--- src/rtl/pc_sequencer.sv ---
// Next-PC controller for the single-cycle MIPS core: boot, run, trap entry, halt/resume.
// Optional `SINGLE_STEP_EN adds a step input that advances one instruction while halted.
module pc_sequencer #(
  parameter logic [31:0] RESET_VECTOR = 32'h0000_0000,
  parameter logic [31:0] EXC_VECTOR   = 32'h8000_0180,
  parameter int unsigned BOOT_CYCLES  = 2
) (
  input  logic        clk,
  input  logic        reset,
  input  logic [31:0] pc_cur,
  input  logic        branch_taken,
  input  logic [15:0] branch_imm,
  input  logic        jump,
  input  logic [25:0] jump_target,
  input  logic        jr,
  input  logic [31:0] jr_target,
  input  logic        stall,
  input  logic        halt_req,
  input  logic        resume,
  input  logic        exception,
`ifdef SINGLE_STEP_EN
  input  logic        step,
`endif
  output logic [31:0] pc_next,
  output logic [31:0] epc,
  output logic        halted,
  output logic        in_trap,
  output logic        double_fault,
  output logic        addr_err,
  output logic        retire
);

  localparam int unsigned CNT_W = 4;

  typedef enum logic [1:0] {ST_BOOT, ST_RUN, ST_TRAP, ST_HALT} state_t;

  state_t            r_state;
  state_t            w_state_nxt;
  logic [CNT_W-1:0]  r_boot_cnt;
  logic [CNT_W-1:0]  w_boot_cnt_nxt;
  logic [31:0]       r_epc;
  logic [31:0]       w_epc_nxt;
  logic              r_double_fault;
  logic              w_double_fault_nxt;
  logic              r_addr_err;
  logic              w_addr_err_nxt;

  logic [31:0]       w_pc_plus4;
  logic [31:0]       w_br_target;
  logic [31:0]       w_j_target;
  logic              w_jr_misalign;

  logic [31:0]       w_run_pc;
  logic              w_run_retire;
  logic              w_run_trap;
  logic              w_run_halt;

  assign w_pc_plus4    = pc_cur + 32'd4;
  assign w_br_target   = w_pc_plus4 + {{14{branch_imm[15]}}, branch_imm, 2'b00};
  assign w_j_target    = {w_pc_plus4[31:28], jump_target, 2'b00};
  assign w_jr_misalign = jr && (jr_target[1:0] != 2'b00);

  // Prioritised RUN-style next-PC selection, shared by RUN and single-step
  always_comb begin
    w_run_pc     = w_pc_plus4;
    w_run_retire = 1'b1;
    w_run_trap   = 1'b0;
    w_run_halt   = 1'b0;
    if (exception || w_jr_misalign) begin
      w_run_pc     = EXC_VECTOR;
      w_run_retire = 1'b0;
      w_run_trap   = 1'b1;
    end else if (halt_req) begin
      w_run_pc     = pc_cur;
      w_run_retire = 1'b0;
      w_run_halt   = 1'b1;
    end else if (stall) begin
      w_run_pc     = pc_cur;
      w_run_retire = 1'b0;
    end else if (jr) begin
      w_run_pc = jr_target;
    end else if (jump) begin
      w_run_pc = w_j_target;
    end else if (branch_taken) begin
      w_run_pc = w_br_target;
    end
  end

  always_ff @(posedge clk or posedge reset) begin
    if (reset) begin
      r_state        <= ST_BOOT;
      r_boot_cnt     <= '0;
      r_epc          <= '0;
      r_double_fault <= 1'b0;
      r_addr_err     <= 1'b0;
    end else begin
      r_state        <= w_state_nxt;
      r_boot_cnt     <= w_boot_cnt_nxt;
      r_epc          <= w_epc_nxt;
      r_double_fault <= w_double_fault_nxt;
      r_addr_err     <= w_addr_err_nxt;
    end
  end

  always_comb begin
    w_state_nxt        = r_state;
    w_boot_cnt_nxt     = r_boot_cnt;
    w_epc_nxt          = r_epc;
    w_double_fault_nxt = r_double_fault;
    w_addr_err_nxt     = r_addr_err;
    pc_next            = pc_cur;
    retire             = 1'b0;
    halted             = 1'b0;
    in_trap            = 1'b0;
    case (r_state)
      ST_BOOT: begin
        pc_next        = RESET_VECTOR;
        w_boot_cnt_nxt = r_boot_cnt + CNT_W'(1);
        if (r_boot_cnt == CNT_W'(BOOT_CYCLES - 1)) begin
          w_state_nxt = ST_RUN;
        end
      end
      ST_RUN: begin
        pc_next = w_run_pc;
        retire  = w_run_retire;
        if (w_run_trap) begin
          w_epc_nxt      = pc_cur;
          w_addr_err_nxt = r_addr_err | w_jr_misalign;
          w_state_nxt    = ST_TRAP;
        end else if (w_run_halt) begin
          w_state_nxt = ST_HALT;
        end
      end
      ST_TRAP: begin
        in_trap = 1'b1;
        // A second exception during the flush slot is unrecoverable
        if (exception) begin
          w_double_fault_nxt = 1'b1;
          w_state_nxt        = ST_HALT;
        end else begin
          w_state_nxt = ST_RUN;
        end
      end
      ST_HALT: begin
        halted = 1'b1;
        if (resume) begin
          w_state_nxt = ST_RUN;
        end
`ifdef SINGLE_STEP_EN
        else if (step) begin
          pc_next = w_run_pc;
          retire  = w_run_retire;
          if (w_run_trap) begin
            w_epc_nxt      = pc_cur;
            w_addr_err_nxt = r_addr_err | w_jr_misalign;
            w_state_nxt    = ST_TRAP;
          end
        end
`endif
      end
      default: begin
        w_state_nxt = ST_BOOT;
      end
    endcase
  end

  assign epc          = r_epc;
  assign double_fault = r_double_fault;
  assign addr_err     = r_addr_err;

endmodule

--- config.mk ---
export PLATFORM = sky130hd
export DESIGN_NAME = pc_sequencer
export DESIGN_NICKNAME = d
export VERILOG_FILES = /design/src/rtl/pc_sequencer.sv
export SDC_FILE = /design/constraint.sdc
export NUM_CORES = 1
export LEC_CHECK = 0
export CAP_MARGIN = 20
export CORE_MARGIN = 2
export CORE_UTILIZATION = 40
export CTS_CLUSTER_SIZE = 14
export DETAILED_ROUTE_END_ITERATION = 16
export PLACE_DENSITY = 0.75
export RECOVER_POWER = 100
export SYNTH_ARGS = -nofsm -noshare
export SYNTH_HDL_FRONTEND = slang
export SYNTH_SLANG_ARGS = --single-unit
--- constraint.sdc ---
create_clock -name clk -period 12.1 [get_ports clk]
set_clock_uncertainty 0.2 [all_clocks]
set_input_delay 1.815 -clock clk [delete_from_list [all_inputs] [get_ports clk]]
set_output_delay 1.815 -clock clk [all_outputs]
set_load 0.005 [all_outputs]
==> results_dict.tcl <==
set metrics [dict create \
    status "complete, but fails checks" \
    violations "capacitance limit, slew limit" \
    cts_hold_repair.buffers 0 \
    r2r-end "epc[10]$_DFFE_PP0P_" \
    post-synth-top-area-fraction 0.215 \
    start_kind "primary input" \
    power.total_mw 0.986 \
    clock-root-buffer "clkbuf_16" \
    cts_setup_buffers 0 \
    grt_pass1_vias 5204 \
    critPathMaxFanout 24 \
    ys_seq_area_frac 0.215 \
    numPortBuffers 183 \
    die_y_um 112 \
    drc 0 \
    p_sw_frac 0.372 \
    routed_wl_um 17800 \
    syn2layout_area_growth_pct 45.4 \
    grt_overflow 0 \
    synthesis.area_um2 4660 \
    arrival_ns 7.02 \
    max_freq_ghz 0.111 \
    min_period_over_period 0.747 \
    p_leak_nw 2.89 \
    cp-end-kind "output pin" \
    vias 5311 \
    worstMarginPinSlew_ns 2.08 \
    ys_warn_count 0 \
    start_util 0.409 \
    min_to "double_fault$_DFFE_PP0P_" \
    synth_edf_count 0 \
    synth-async-reset-ratio 1.00 \
    maxCapViolations 2 \
    required_ns 10.09 \
    path_clk_slew_ns 0.06 \
    synth_top_area_cell "dfrtp_1" \
    fin_cells 905 \
    cts_max_level 2 \
    drtIter0Drc 449 \
    finalNetCount 918 \
    placed_cells 897 \
    finalHoldViolCount 0 \
    cts_tree "built" \
    clk_path_buf_depth 2 \
    grt_pass1_wl_um 27900 \
    ir_drop_mv 0.174 \
    antenna_found_initial 0 \
    timing_worst_setup_path_type "primary input to output pin" \
    rows 39 \
    combPwrFrac 0.627 \
    seq_power_share 0.241 \
    cts_buffers 5 \
    grt_max_degree 41 \
    clkLatencyLatePin_ns 0.28 \
    p_sw_mw 0.367 \
    cts_resized 0 \
    p_clk_frac 0.132 \
    dp_hpwl_um 14200 \
    cellPowerDensity_nw_per_um2 146 \
    synthFlopType "dfrtp_1" \
    n_antenna_cell 0 \
    gp_congestion 0.957 \
    internal_power_mw 0.619 \
    dieArea_um2 12500 \
    postRouteAntennaNets 0 \
    fin_setup_tns_ns 0 \
    utilization 0.595 \
    avgSynthCellArea_um2 7.90 \
    cts_sinks 40 \
    synth_area_leaders "dfrtp_1 21%, ha_1 11%, mux2_2 6.0%" \
    core_um2 11400 \
    r2r_start "r_state[1]$_DFFE_PP0P_" \
    whs_path_depth 1 \
    vias_per_cell 5.87 \
    rsz0062_at_grt "no" \
    die_w_um 112 \
    ys_types 55 \
    ios 184 \
    grt_util_all_layers 0.277 \
    finalCriticalPeriod_ns 9.04 \
    holdCritPathClass "flop to flop" \
    synthesis.nets 746 \
    drv_slew 78 \
    reg2regPathDepth 5 \
    setup_violations 0 \
    first_pass_iters 5 \
    drive_above_1_share 0.0499 \
    reg2reg_slack_ns 9.06 \
    wire_per_inst_um 19.7 \
    synth_cells 589 \
    ys_seq_elements 40 \
    slew-limit-headroom -0.385 \
    min_from "double_fault$_DFFE_PP0P_" \
]
[Yosys cell counts (all sizes together), types with 14 or more instances]
master,count
a21o,21
a21oi,48
clkbuf,21
dfrtp,40
ha,41
inv,22
mux2,30
nand2,70
nand3,14
nor2,49
o21ai,37
xnor2,30
xor2,23
[worst max path at each step]
stage               startpoint     endpoint  cells after the start
floorplan            pc_cur[2]  pc_next[31]                     15
CTS                  pc_cur[2]  pc_next[23]                     17
finish                      jr   pc_next[9]                     11
global placement     pc_cur[2]  pc_next[23]                     17
detailed placement   pc_cur[2]  pc_next[23]                     17
global route                jr   pc_next[9]                     11
[registers in the layout (all words and copies together) (netlist names)]
| signal | count |
|---|---|
| addr_err | 1 |
| double_fault | 1 |
| epc | 32 |
| r_boot_cnt | 4 |
| r_state | 2 |
[metrics by stage]
step / hold WS (ns) / setup WS, ns / cell area, um^2
detailed placement: 0.254 / 3.76 / 6640
global placement: 0.241 / 3.90 / 6640
CTS: 0.264 / 3.75 / 6780
global route: 0.283 / 2.85 / 6770
finish: 0.257 / 3.06 / 6770
floorplan: 0.247 / 5.42 / 4660
[cells by family after synthesis]
group / count (synthesis) / share of synthesized area
compound gates: 186 / 0.260
xor+xnor: 53 / 0.0997
fa+ha+maj: 42 / 0.114
buf+inv: 45 / 0.0363
flops: 40 / 0.215
mux: 39 / 0.0919
simple gates: 184 / 0.182
[area by class of cell]
cell class	count	area [um^2]
inverter	22	82.6
tap	143	179
fill	1039	4600
sequential	40	1000
clock buffer	8	146
timing repair buffer	188	1860
multi-input combinational	504	3500
[cell usage in the layout (no fill, tap or decap), types with 3 or more instances in the layout]
master           count
clkdlybuf4s50_1    124
o21ai_1             12
ha_1                41
a21o_1              21
o211ai_1             8
and4_1               7
and3_1               9
a311oi_1             3
nor2_1              49
a211oi_1             5
clkbuf_16            5
and2_1               3
mux2_2              25
o21a_1               4
or3_1                3
o31a_1               3
nor3_1               8
o21ai_0             24
nor2b_1              6
xnor2_1             30
mux2i_1              9
mux2_1               5
a32oi_1              5
nand4_1              8
o31ai_1              4
nand3_1             14
a22oi_1              6
a31oi_1              6
inv_1               21
clkbuf_1             5
nand2_1             70
o221ai_1             7
xor2_1              23
dfrtp_1             40
dlygate4sd3_1       59
o22ai_1              9
a21oi_1             47
[power groups by stage]
| stage | clock network [mW] | logic (mW) | registers [mW] |
|---|---|---|---|
| 2_1_floorplan | 0 | 0.297 | 0.242 |
| 3_3_place_gp | 0 | 0.638 | 0.239 |
| 3_5_place_dp | 0 | 0.648 | 0.242 |
| 4_1_cts | 0.133 | 0.653 | 0.241 |
| 5_1_grt | 0.138 | 0.669 | 0.247 |
| 6_report | 0.130 | 0.618 | 0.237 |
[metal layers]
metal / vias to the layer above / GRT usage / routed length (um)
met5: - / 0 / 0
met2: 245 / 0.469 / 8420
met3: 35 / 0.0376 / 1150
li1: 2524 / - / -
met1: 2507 / 0.373 / 7820
met4: 0 / 0.0765 / 454
[critical path, stage by stage]
cell	delay (ns)
dlygate4sd3_1	0.53
clkbuf_1	0.95
inv_1	0.76
nor2_1	0.44
nor2_1	0.10
nand3_1	0.59
inv_1	0.46
nand2_1	0.52
a221o_1	0.21
nand2_1	0.05
dlygate4sd3_1	0.58
No activity file was read; power rests on OpenSTA's default activity.
